[src/rtl/riscv_ctrl_pkg.sv]
// Shared control definitions for the multicycle RV32I controller and alu_decoder.
// Holds the main FSM state encoding, opcodes, ALUOp classes and datapath mux selects.
package riscv_ctrl_pkg;

   typedef enum logic [3:0] {
      S_FETCH    = 4'd0,
      S_DECODE   = 4'd1,
      S_MEMADR   = 4'd2,
      S_MEMREAD  = 4'd3,
      S_MEMWB    = 4'd4,
      S_MEMWRITE = 4'd5,
      S_EXECUTER = 4'd6,
      S_ALUWB    = 4'd7,
      S_EXECUTEI = 4'd8,
      S_JAL      = 4'd9,
      S_BEQ      = 4'd10
   } state_t;

   localparam logic [6:0] OP_LW  = 7'b0000011;
   localparam logic [6:0] OP_SW  = 7'b0100011;
   localparam logic [6:0] OP_R   = 7'b0110011;
   localparam logic [6:0] OP_I   = 7'b0010011;
   localparam logic [6:0] OP_JAL = 7'b1101111;
   localparam logic [6:0] OP_BEQ = 7'b1100011;

   localparam logic [1:0] ALUOP_ADD   = 2'b00;
   localparam logic [1:0] ALUOP_SUB   = 2'b01;
   localparam logic [1:0] ALUOP_FUNCT = 2'b10;

   // ALU A: current PC, PC of the instruction in IR, register operand
   localparam logic [1:0] SRCA_PC    = 2'b00;
   localparam logic [1:0] SRCA_OLDPC = 2'b01;
   localparam logic [1:0] SRCA_REG   = 2'b10;

   localparam logic [1:0] SRCB_REG  = 2'b00;
   localparam logic [1:0] SRCB_IMM  = 2'b01;
   localparam logic [1:0] SRCB_FOUR = 2'b10;

   localparam logic [1:0] RES_ALUOUT    = 2'b00;
   localparam logic [1:0] RES_DATA      = 2'b01;
   localparam logic [1:0] RES_ALURESULT = 2'b10;

   localparam logic ADR_PC     = 1'b0;
   localparam logic ADR_RESULT = 1'b1;

endpackage

[src/rtl/mc_ctrl_outputs.sv]
// Combinational decoder from main FSM state to datapath control fields.
// Memory-facing strobes in FETCH follow MemReady so a stalled fetch does not load IR or PC.
module mc_ctrl_outputs
   import riscv_ctrl_pkg::*;
(
   input  state_t     i_state,
   input  logic       i_memReady,
   output logic [1:0] o_aluOp,
   output logic [1:0] o_aluSrcA,
   output logic [1:0] o_aluSrcB,
   output logic [1:0] o_resultSrc,
   output logic       o_adrSrc,
   output logic       o_irWrite,
   output logic       o_pcUpdate,
   output logic       o_branch,
   output logic       o_regWrite,
   output logic       o_memWrite
);

   always_comb begin
      o_aluOp     = ALUOP_ADD;
      o_aluSrcA   = SRCA_PC;
      o_aluSrcB   = SRCB_REG;
      o_resultSrc = RES_ALUOUT;
      o_adrSrc    = ADR_PC;
      o_irWrite   = 1'b0;
      o_pcUpdate  = 1'b0;
      o_branch    = 1'b0;
      o_regWrite  = 1'b0;
      o_memWrite  = 1'b0;
      case (i_state)
         S_FETCH: begin
            o_aluSrcB   = SRCB_FOUR;
            o_resultSrc = RES_ALURESULT;
            o_irWrite   = i_memReady;
            o_pcUpdate  = i_memReady;
         end
         S_DECODE: begin
            o_aluSrcA = SRCA_OLDPC;
            o_aluSrcB = SRCB_IMM;
         end
         S_MEMADR: begin
            o_aluSrcA = SRCA_REG;
            o_aluSrcB = SRCB_IMM;
         end
         S_MEMREAD: o_adrSrc = ADR_RESULT;
         S_MEMWB: begin
            o_resultSrc = RES_DATA;
            o_regWrite  = 1'b1;
         end
         S_MEMWRITE: begin
            o_adrSrc   = ADR_RESULT;
            o_memWrite = 1'b1;
         end
         S_EXECUTER: begin
            o_aluSrcA = SRCA_REG;
            o_aluOp   = ALUOP_FUNCT;
         end
         S_EXECUTEI: begin
            o_aluSrcA = SRCA_REG;
            o_aluSrcB = SRCB_IMM;
            o_aluOp   = ALUOP_FUNCT;
         end
         S_ALUWB: o_regWrite = 1'b1;
         S_JAL: begin
            o_aluSrcA  = SRCA_OLDPC;
            o_aluSrcB  = SRCB_FOUR;
            o_pcUpdate = 1'b1;
         end
         S_BEQ: begin
            o_aluSrcA = SRCA_REG;
            o_aluOp   = ALUOP_SUB;
            o_branch  = 1'b1;
         end
         default: ;
      endcase
   end

endmodule

[src/rtl/mc_main_fsm.sv]
// Main control FSM of the multicycle RV32I core: state register, next-state logic
// and reset gating of every write strobe so no partial write escapes a reset cycle.
module mc_main_fsm
   import riscv_ctrl_pkg::*;
#(
   parameter int STATE_W = 4
) (
   input  logic               clk,
   input  logic               reset,
   input  logic [6:0]         op,
   input  logic               Zero,
   input  logic               MemReady,
   output logic [1:0]         ALUOp,
   output logic [1:0]         ALUSrcA,
   output logic [1:0]         ALUSrcB,
   output logic [1:0]         ResultSrc,
   output logic               AdrSrc,
   output logic               IRWrite,
   output logic               PCWrite,
   output logic               RegWrite,
   output logic               MemWrite,
   output logic               IllegalOp,
   output logic [STATE_W-1:0] State
);

   state_t r_state;
   state_t w_nextState;
   logic   w_illegal;
   logic   w_irWrite;
   logic   w_pcUpdate;
   logic   w_branch;
   logic   w_regWrite;
   logic   w_memWrite;

   always_ff @(posedge clk) begin
      if (reset) r_state <= S_FETCH;
      else       r_state <= w_nextState;
   end

   // Memory states hold until MemReady; undefined encodings fall back to FETCH
   always_comb begin
      w_nextState = S_FETCH;
      w_illegal   = 1'b0;
      case (r_state)
         S_FETCH:    w_nextState = MemReady ? S_DECODE : S_FETCH;
         S_DECODE: begin
            case (op)
               OP_LW, OP_SW: w_nextState = S_MEMADR;
               OP_R:         w_nextState = S_EXECUTER;
               OP_I:         w_nextState = S_EXECUTEI;
               OP_JAL:       w_nextState = S_JAL;
               OP_BEQ:       w_nextState = S_BEQ;
               default: begin
                  w_nextState = S_FETCH;
                  w_illegal   = 1'b1;
               end
            endcase
         end
         S_MEMADR:   w_nextState = (op == OP_LW) ? S_MEMREAD : S_MEMWRITE;
         S_MEMREAD:  w_nextState = MemReady ? S_MEMWB : S_MEMREAD;
         S_MEMWRITE: w_nextState = MemReady ? S_FETCH : S_MEMWRITE;
         S_EXECUTER, S_EXECUTEI, S_JAL: w_nextState = S_ALUWB;
         default:    w_nextState = S_FETCH;
      endcase
   end

   mc_ctrl_outputs uOutputs (
      .i_state     (r_state),
      .i_memReady  (MemReady),
      .o_aluOp     (ALUOp),
      .o_aluSrcA   (ALUSrcA),
      .o_aluSrcB   (ALUSrcB),
      .o_resultSrc (ResultSrc),
      .o_adrSrc    (AdrSrc),
      .o_irWrite   (w_irWrite),
      .o_pcUpdate  (w_pcUpdate),
      .o_branch    (w_branch),
      .o_regWrite  (w_regWrite),
      .o_memWrite  (w_memWrite)
   );

   assign IRWrite   = w_irWrite & ~reset;
   assign PCWrite   = (w_pcUpdate | (w_branch & Zero)) & ~reset;
   assign RegWrite  = w_regWrite & ~reset;
   assign MemWrite  = w_memWrite & ~reset;
   assign IllegalOp = w_illegal & ~reset;
   assign State     = STATE_W'(r_state);

endmodule

[config.mk]
export PLATFORM = sky130hd
export DESIGN_NAME = mc_main_fsm
export DESIGN_NICKNAME = d
export VERILOG_FILES = /design/src/rtl/riscv_ctrl_pkg.sv /design/src/rtl/mc_ctrl_outputs.sv /design/src/rtl/mc_main_fsm.sv
export SDC_FILE = /design/constraint.sdc
export NUM_CORES = 1
export LEC_CHECK = 0
export BUFFER_PORTS_ARGS = -buffer_cell sky130_fd_sc_hd__buf_2
export CAP_MARGIN = 20
export CORE_MARGIN = 4
export CORE_UTILIZATION = 45
export DETAILED_ROUTE_END_ITERATION = 12
export PLACE_DENSITY = 0.88
export SYNTH_ARGS = -nofsm -noshare
export SYNTH_HDL_FRONTEND = slang
export SYNTH_SLANG_ARGS = --single-unit
[constraint.sdc]
create_clock -name clk -period 1.6 [get_ports clk]
set_input_delay 0.08 -clock clk [delete_from_list [all_inputs] [get_ports clk]]
set_output_delay 0.08 -clock clk [all_outputs]
set_load 0.01 [all_outputs]
* Word-level counts from Yosys, hierarchy flattened
Cells that the tools add are included.
** Storage, ports and cells
- Flip-flop bits (word level) :: 4
- Input port bits :: 11
** Cells by class
- Equality and inequality tests :: 16
- Mux-type cells :: 18
- Bitwise gates (word level) :: 8
- Reduce and logical (&&, ||, !) cells :: 11
** Operator list (count)
- $pmux W4 S6 :: 1
- $pmux W4 S5 :: 1
- $eq A4 B3 Y1 const B :: 4
- $pmux W2 S2 :: 4
- $eq A7 B6 Y1 const B :: 2
- $eq A7 B7 Y1 const B :: 2
- $eq A4 B4 Y1 const B :: 3
- $reduce_or A2 Y1 :: 6
- $mux W3 :: 3
- $eq A4 B2 Y1 const B :: 2
- $mux W1 :: 8
- $eq A7 B2 Y1 const B :: 1
- $eq A7 B5 Y1 const B :: 1
- $and A1 B1 Y1 :: 6
- $reduce_or A3 Y1 :: 2
- $reduce_or A6 Y1 :: 1
- $eq A4 B1 Y1 const B :: 1
- $logic_not A4 Y1 :: 1
- $reduce_or A4 Y1 :: 1
- $pmux W1 S2 :: 1
- $not A1 Y1 :: 1
- $or A1 B1 Y1 :: 1

* Depth between registers and ports, before layout
Gate-level depths: netlist of the first run.
- Word-level depth :: 5
- Depth in mapped cells :: 6
- Gate-level depth less buffers :: 4

* Hierarchy
From an unflattened synthesis of the first run, not the netlist that was laid out.
** Second synthesis, totals
- Cells, all modules :: 89
- Area total of the unflattened synthesis :: 694.4 um2
** Modules (own cells, without submodules)
- mc_main_fsm :: times used 1, cells each 59, area each 486.7 um2, sequential area each 80.1 um2
- mc_ctrl_outputs :: times used 1, cells each 30, area each 207.7 um2, sequential area each 0.0 um2

* Least setup slack after synthesis of the first run
No wires, ideal clock.
- Kind :: register to output
- From :: register r_state[0], in the netlist State[0]
- To :: output port IRWrite
- Arrival :: 1.309 ns
- Setup slack :: 0.211 ns
- Stages on the path, launching flop included :: 4
- Cell sequence :: dfxtp_1 -> buf_6 -> or3b_4 -> nor4_1
** Between the ends
- Word-level cells in the longest chain between the ends :: 3
** RTL lines
- from (decl) :: line mc_main_fsm.sv:26 : state_t r_state;
- from (signal assigned) :: line mc_main_fsm.sv:37 : else r_state <= w_nextState;
- $logic_not A4 Y1 :: line mc_ctrl_outputs.sv:31 : case (i_state)
- $mux W1 :: line mc_ctrl_outputs.sv:31
- $and A1 B1 Y1 :: line mc_main_fsm.sv:82 : assign IRWrite = w_irWrite & ~reset;
- to (decl) :: line mc_main_fsm.sv:18 : output logic IRWrite,
Every way passes these cells.

* Worst setup path in the final report of the first run
- From :: register r_state[0], in the netlist State[0]
- To :: output port PCWrite
** Between the ends
- Word-level cells in the longest chain between the ends :: 5
** RTL lines
- $eq A4 B4 Y1 :: line mc_ctrl_outputs.sv:31
- $mux W1 :: line mc_ctrl_outputs.sv:31
- $and A1 B1 Y1 :: line mc_main_fsm.sv:83 : assign PCWrite = (w_pcUpdate | (w_branch & Zero)) & ~reset;
- $or A1 B1 Y1 (*) :: line mc_main_fsm.sv:83
- $and A1 B1 Y1 (*) :: line mc_main_fsm.sv:83
- to (decl) :: line mc_main_fsm.sv:19 : output logic PCWrite,
Mark *: on every way between the ends. The rest lies on a longest branch, timed or not.

==> results.cfg, run 1 <==
[timing]
grt_setup_unrepaired = false
hold_violations = 0
finalSetupTns_ns = 0
final.hold.worst_slack_ns = 0.143
finalMaxSlewViolations = 0
max_slew_margin = 0.674
max_slew.worst_pin.slew_ns = 0.482
setup_violations = 0
post-route-period-util = 0.942
final_period_minus_worst_setup_slack_ns = 1.51
max_freq_mhz = 664
final_skew_ns = 0.00704

[floorplanning]
placementRows = 13
die_area_um2 = 2020
die_width_um = 44.9
ioPinCount = 29
die_y_um = 44.9
core_area_um2 = 1280
initial_utilization = 0.477

[clock_tree]
holdBufCountCts = 0
post-cts-setup-buffers = 0
clkLatencyLatePin_ns = 0.23
clkSlewWorstSetupHoldPaths_ns = 0.04
clock_path_buffers = 2
cts-buffers-inserted = 3
ctsHtreeMaxLevel = 1
cts_tree = done
clockRootBuffer = clkbuf_4
cts_num_sinks = 4

[routing]
detail_route.drc_violations = 0
avgRoutedWirePerCell_um = 13.9
ant_nets = 0
dr.pass1.iters = 4
via_per_inst = 5.76
drt-initial-drc-count = 48
wl_um = 1750
num_vias = 726

[grt]
grt_use_total = 0.180
global_route.overflow_total = 0
grt_max_degree = 18
grt_first_pass_wirelength_um = 2750
number_of_global_route_vias_before_repair = 673
antenna_found_initial = 0

[worst_setup_path]
setup.worst_path.end_class = output port
setup.worst_path.class = register to output port
critical_path.max_fanout = 15
timing.critical_path.from_type = register
timing.critical_path.required_ns = 1.52
critical_path_arrival_ns = 1.43

[yosys]
syn_nets = 95
synth_area_per_cell_um2 = 7.30
netlist-cell-type-count = 39
synthDominantAreaCellType = dfxtp_1
syn_area_um2 = 613
synth.yosys.seq_area_share = 0.131
synth.area.top_cells = dfxtp_1 (13%), a21oi_1 (9.0%), nand2b_1 (6.1%), nor3b_1 (4.9%), nand2b_4 (4.5%)
synth_cells = 84
synth-warning-count = 0
synth_top_cell_area_share = 0.131
synth_seq_cells = 4

[worst_hold_path]
classification_of_the_worst_slack_hold_path = input port to register

[finish]
fin_nets = 124
largest_register_ff_count = 4
area.growth.synth_to_final_pct = 27.3
register_area_um2 = 86.3
antenna_cells = 0
post_route_cells_drive_above_1_share = 0.423
multi_input_area_um2 = 472
final.fill_count = 104

[place]
gp_congestion = 0.832
place.detailed.hpwl_um = 1340
placement.io_buffers = 28

[outcome]
status = finished clean

[run]
maxCapViolCount = 0

[pwr]
irDropWorstVdd_v = 0.000269
power_per_cell_area_nw_per_um2 = 427
power_frac_seq = 0.328
leakage_nw = 0.345
switching_share = 0.300
clock_power_share = 0.375
switchingPower_w = 0.0000999
p_int_w = 0.000233
pwr-share-comb = 0.297
cells by family after synthesis:
family / share of synthesized area
AOI/OAI and AO/OA: 0.247
buffers and inverters: 0.100
and+or+nand+nor: 0.463
DFF: 0.131
xor gates and xnor gates: 0.0429
adders and majority gates: 0.0163
cells in the mapped netlist, drive strengths merged:
cell type and count:
or3b 1, nor2 5, or2 3, and3 1, a2bb2oi 1, nor3 6
dfxtp 4, a21o 1, buf 8, nand2 2, nor3b 4, nand3b 1
or2b 1, nor4 4, a22oi 1, o221ai 1, xor2 1, o21bai 1
inv 3, maj3 1, and3b 1, o21a 1, xnor2 2, a211oi 2
o21ai 5, nor4bb 1, a41oi 1, nor2b 1, a21oi 11, nand4b 1
nand2b 8
path summary, 6_finish.rpt:
| kind | start | cells past startpoint | end | slack, ns |
|---|---|---|---|---|
| max | State[0]$_SDFF_PP0_ | 5 | PCWrite | 0.09 |
| max reg2reg | State[1]$_SDFF_PP0_ | 4 | State[1]$_SDFF_PP0_ | 0.30 |
| min | reset | 2 | State[3]$_SDFF_PP0_ | 0.14 |
| min reg2reg | State[2]$_SDFF_PP0_ | 3 | State[1]$_SDFF_PP0_ | 0.70 |
power by group through the flow:
stage	clock, W	sequential [W]	combinational (W)
after floorplan	0	0.000108	0.0000661
after global placement	0	0.000111	0.0000941
after detailed placement	0	0.000111	0.0000976
after CTS	0.000129	0.000110	0.0000983
after global routing	0.000128	0.000110	0.000108
final	0.000125	0.000109	0.0000988
stage by stage:
| step | cells | worst slack [ns] | cell area [um2] | power, W | util |
|---|---|---|---|---|---|
| floorplan | 84 | 0.211 | 613 | 0.000174 | - |
| global placement | 123 | 0.184 | 752 | 0.000205 | 0.585 |
| detailed placement | 123 | 0.157 | 752 | 0.000209 | 0.585 |
| CTS | 126 | 0.0582 | 777 | 0.000338 | 0.605 |
| global route | 126 | 0.0276 | 781 | 0.000346 | 0.608 |
| finish | 126 | 0.0933 | 781 | 0.000333 | 0.608 |
layer usage:
layer / GRT usage / vias to the layer above / routed length, um
met3: 0.0279 / 4 / 108
met5: 0 / - / 0
met4: 0.0877 / 0 / 23
met1: 0.209 / 331 / 696
met2: 0.318 / 28 / 924
li1: - / 363 / -
area by class of cell:
class | count | area share
Multi-Input combinational cell | 69 | 0.604
Timing Repair Buffer | 32 | 0.218
Sequential cell | 4 | 0.111
Clock buffer | 3 | 0.0288
Tap cell | 15 | 0.0240
Inverter | 3 | 0.0144
placed cells by master, fill, tap and decap left out, types with 3 or more instances in the layout:
cell,netlist,routed
a21oi_1,11,11
buf_2,4,28
buf_4,2,4
clkbuf_4,0,3
inv_1,3,3
nand2b_1,6,6
nor2_1,4,4
nor3_1,5,5
nor3b_1,4,4
nor4_1,3,3
o21ai_0,3,3
or2_2,3,3
repair_timing:
action | CTS | global route
gates resized for setup | 2 | 2
gates cloned | 0 | 0
endpoints found under the setup margin | 3 | 2
critical path, stage by stage (launching register included):
cell     delay, ns
dfxtp_4       0.39
or3b_4        0.42
nor2_2        0.08
a21oi_1       0.05
nor3_2        0.10
buf_2         0.15
(Power assumes the default switching activity.)
==> inputs of run 2 (changes only) <==
Settings changed: CORE_UTILIZATION 45 to 30, PLACE_DENSITY 0.88 to 0.66.
==> results.cfg, run 2 (synthesis results as in run 1) <==
[finish]
antenna_cells = 0
largest_register_ff_count = 4
final_design_area_no_fill_um2 = 823
most_frequent_cells_in_the_layout = buf_2 (28), a21oi_1 (11), nand2b_1 (6)
final_common_cell = buf_2
layout.core_utilization = 0.424
post_route_cells_drive_above_1_share = 0.434
fin_nets = 126
area.growth.synth_to_final_pct = 34.3
stdcell_count = 140

[pwr]
design_power_w = 0.000339
irDropWorstVdd_v = 0.000155
leakage_nw = 0.356
power_per_cell_area_nw_per_um2 = 412

[worst_setup_path]
critical_path.max_fanout = 14
timing.critical_path.required_ns = 1.52
crit_family = flip-flops
setup.worst_path.end_class = output port
timing.critical_path.from_type = register
critical_path_arrival_ns = 1.40
crit_path_max_incr_delay_ns = 0.40
critical_path_cell_by_cell = buf_6 -> xor2_2 -> nand2b_1 -> a21oi_1 -> buf_2
crit_path_top_delay_cell = dfxtp_1
cp_num_buf_inv = 2
setup.worst_path.class = register to output port

[clock_tree]
clkSlewWorstSetupHoldPaths_ns = 0.04
cts_tree = done
clockRootBuffer = clkbuf_4
cts_num_sinks = 4
cts-buffers-inserted = 3
clock_path_buffers = 2
clkLatencyLatePin_ns = 0.23
ctsHtreeMaxLevel = 1
holdBufCountCts = 0

[routing]
wl_um = 1740
via_per_inst = 5.43
dr.pass1.iters = 4
detail_route.drc_violations = 0
drt-initial-drc-count = 15
num_vias = 760
avgRoutedWirePerCell_um = 12.5
ant_nets = 0

[timing]
max_slew_margin = 0.747
finalSetupTns_ns = 0
max_freq_mhz = 674
final_skew_ns = 0.000789
setup_violations = 0
final_period_minus_worst_setup_slack_ns = 1.48
post-route-period-util = 0.927
max_slew.worst_pin.slew_ns = 0.375
hold_violations = 0
grt_setup_unrepaired = false
finalMaxSlewViolations = 0

[floorplanning]
core_area_um2 = 1940
die_y_um = 53.2
ioPinCount = 29
placementRows = 16
die_width_um = 53.2
initial_utilization = 0.316
die_area_um2 = 2830

[grt]
grt_first_pass_wirelength_um = 2890
number_of_global_route_vias_before_repair = 747
global_route.overflow_total = 0
antenna_found_initial = 0
grt_use_total = 0.133
grt_max_degree = 16

[worst_hold_path]
classification_of_the_worst_slack_hold_path = input port to register

[place]
placement.cell_area_um2 = 767
place.detailed.hpwl_um = 1360
placement.io_buffers = 28
place_inst = 135
gp_congestion = 0.821

[run]
maxCapViolCount = 0

[outcome]
status = finished clean
run 2: changes by cell type in the layout (fill, tap and decap cells not counted), sizes merged:
cell  before  now
buf       32   34
run 2: what timing repair did:
item,4_1_cts,5_1_grt
setup endpoints to repair,5,3
resized for setup,2,4
setup buffers,0,2
run 2: final timing paths:
path                                          start                  end  cells past startpoint  slack, ns
worst max-delay path            State[3]$_SDFF_PP0_           ALUSrcB[0]                      5       0.12
worst min-delay path                          reset  State[3]$_SDFF_PP0_                      2       0.14
worst max register to register  State[2]$_SDFF_PP0_  State[0]$_SDFF_PP0_                      5       0.31
worst min register to register  State[2]$_SDFF_PP0_  State[1]$_SDFF_PP0_                      3       0.67
run 2: layout make-up:
type / instances / area (um2)
clock buffer: 3 / 22.5
sequential: 4 / 87.6
timing repair buffer: 34 / 189
multi-input combinational: 69 / 479
tap: 27 / 33.8
inverter: 3 / 11.3
fill: 215 / 1120
run 2: through the flow:
stage	worst slack, ns	hold WS [ns]
2_1_floorplan	0.211	0.282
3_3_place_gp	0.172	0.382
3_5_place_dp	0.154	0.387
4_1_cts	0.0297	0.143
5_1_grt	0.0265	0.150
6_report	0.117	0.137
run 2: report_power, final:
part           switching (W)  internal [W]
combinational      0.0000541     0.0000516
sequential        0.00000553      0.000100
clock              0.0000438     0.0000841
run 2: worst reg2reg max path, stage by stage, from the launching register on:
cell and delay (ns):
dfxtp_1 0.38, buf_4 0.21, nor3_1 0.08, a211oi_1 0.26
a22oi_1 0.13, a21oi_1 0.15
run 2: metal layers:
layer,share of wire,up-vias,GRT usage
met5,0,-,0
met2,0.54,33,0.257
met3,0.063,4,0.0254
met4,0.0075,0,0.0681
li1,-,363,-
met1,0.39,360,0.131
==> inputs of run 3 (changes only) <==
Settings changed: PLACE_DENSITY 0.66 to 0.64, SYNTH_HIERARCHICAL from default to 1.
==> results.cfg, run 3 <==
[timing]
final_skew_ns = 0.00324
layout_setup_ws_ns = -0.0165
max_freq_mhz = 619
grt_setup_unrepaired = true
max_slew.worst_pin.slew_ns = 0.365
max_slew_margin = 0.753
setup_violations = 1
post-route-period-util = 1.01
finalMaxSlewViolations = 0
hold_violations = 0
final_period_minus_worst_setup_slack_ns = 1.62

[finish]
fin_nets = 139
stdcell_count = 154
layout.core_utilization = 0.449
largest_register_ff_count = 4
most_frequent_cells_in_the_layout = buf_2 (29), nor2_1 (10), nor3b_1 (7)
area.growth.synth_to_final_pct = 42.9
final_common_cell = buf_2
post_route_cells_drive_above_1_share = 0.468
antenna_cells = 0

[yosys]
syn_area_um2 = 694
ys.flop_type = dfxtp_1
synth.area.top_cells = dfxtp_1 (12%), nor3b_1 (7.6%), nor2_1 (5.4%), buf_6 (4.9%), a21oi_1 (4.3%)
synth_seq_cells = 4
syn_nets = 100
synthDominantAreaCellType = dfxtp_1
synth.yosys.seq_area_share = 0.115
synth_cells = 89
synth_area_per_cell_um2 = 7.80
synth_enable_flop_cells = 0
count_leader_synth = nor2_1
synth_common_cells = nor2_1 (10), nor3b_1 (7), a21oi_1 (6)
synth_top_cell_area_share = 0.115
netlist-cell-type-count = 42
async_reset_ff_frac = 0
synth-warning-count = 6

[pwr]
irDropWorstVdd_v = 0.000328
design_power_w = 0.000358
power_per_cell_area_nw_per_um2 = 361
leakage_nw = 0.436

[routing]
via_per_inst = 5.16
dr.pass1.iters = 4
num_vias = 795
drt-initial-drc-count = 20
wl_um = 1990
avgRoutedWirePerCell_um = 12.9
ant_nets = 0
detail_route.drc_violations = 0

[clock_tree]
cts_num_sinks = 4
cts-buffers-inserted = 3
clkLatencyLatePin_ns = 0.24
holdBufCountCts = 0
cts_tree = done
clock_path_buffers = 2
clkSlewWorstSetupHoldPaths_ns = 0.04
clockRootBuffer = clkbuf_4
ctsHtreeMaxLevel = 1

[floorplanning]
placementRows = 17
core_area_um2 = 2210
die_area_um2 = 3150
ioPinCount = 29
die_y_um = 56.1
die_width_um = 56.1
initial_utilization = 0.314

[worst_setup_path]
setup.worst_path.class = register to output port
crit_path_max_incr_delay_ns = 0.37
cp_num_buf_inv = 2
crit_family = simple AND/OR/NAND/NOR gates
setup.worst_path.end_class = output port
critical_path_arrival_ns = 1.54
crit_path_top_delay_cell = or3b_4
timing.critical_path.required_ns = 1.52
critical_path.max_fanout = 7
timing.critical_path.from_type = register
critical_path_cell_by_cell = buf_8 -> or3b_4 -> a21oi_2 -> a21oi_1 -> nor2_1 -> buf_2

[grt]
global_route.overflow_total = 0
grt_max_degree = 14
antenna_found_initial = 0
number_of_global_route_vias_before_repair = 666
grt_use_total = 0.113
grt_first_pass_wirelength_um = 2930

[place]
placement.io_buffers = 28
gp_congestion = 0.865
place_inst = 144
place.detailed.hpwl_um = 1390

[outcome]
status = complete, but fails checks
failed_checks = setup timing

[run]
maxCapViolCount = 0

[worst_hold_path]
classification_of_the_worst_slack_hold_path = input port to register
## run 3: cell types whose count changed in the layout (fill, tap and decap cells not counted), sizes merged, moves of 4 or more
cell   previous run  this run
nor2              5        10
nor2b             1         5
buf              34        41
nor3              6         1
a21oi            11         6
## run 3: worst paths after layout
path	startpoint	to	slack [ns]	cells after the start
worst max-delay path	State[0]$_SDFF_PP0_	PCWrite	-0.02	6
worst min-delay path	reset	State[3]$_SDFF_PP0_	0.11	2
worst max register to register	State[1]$_SDFF_PP0_	State[1]$_SDFF_PP0_	0.15	6
worst min register to register	State[0]$_SDFF_PP0_	State[3]$_SDFF_PP0_	0.62	3
## run 3: cell type report
class	instances	area (um2)
tap	28	35.0
fill	237	1220
inverter	1	3.75
sequential	4	88.8
timing repair buffer	41	270
clock buffer	3	22.5
multi-input combinational	77	572
## run 3: kinds of logic (layout without fill, tap and decap cells)
kind of cell / after synthesis / in the layout / synth area share
AOI/OAI and AO/OA: 22 / 22 / 0.222
adders and majority gates: 1 / 1 / 0.0144
xor gates and xnor gates: 3 / 3 / 0.0378
and+or+nand+nor: 51 / 51 / 0.521
buffers and inverters: 8 / 45 / 0.0901
DFF: 4 / 4 / 0.115
## run 3: power by group
group | switching (W) | leakage, nW | internal (W)
registers | 0.00000320 | 0.0344 | 0.000100
clock network | 0.0000440 | 0.0138 | 0.0000841
logic | 0.0000618 | 0.387 | 0.0000651
total | 0.000109 | 0.436 | 0.000249
## run 3: repair_timing
item                                    CTS  global route
gates resized for setup                   5            10
buffers inserted                          1             6
endpoints found under the setup margin    8             4
pin swaps                                 0             5
## run 3: stage by stage
| stage | TNS, ns | setup slack (ns) | hold slack (ns) | instance area [um2] |
|---|---|---|---|---|
| 6_report | -0.0165 | -0.0165 | 0.111 | 992 |
| 5_1_grt | -0.177 | -0.0923 | 0.117 | 992 |
| 4_1_cts | 0 | 0.0000318 | 0.131 | 897 |
| 3_5_place_dp | 0 | 0.0829 | 0.375 | 856 |
| 3_3_place_gp | 0 | 0.156 | 0.365 | 856 |
| 2_1_floorplan | 0 | 0.116 | 0.156 | 694 |
## run 3: layer usage
metal  vias to the layer above  part of all wire  GRT usage
li1                        405                 -          -
met1                       356              0.45      0.152
met2                        30              0.45      0.167
met3                         4             0.079     0.0418
met4                         0             0.013     0.0305
met5                         -                 0          0
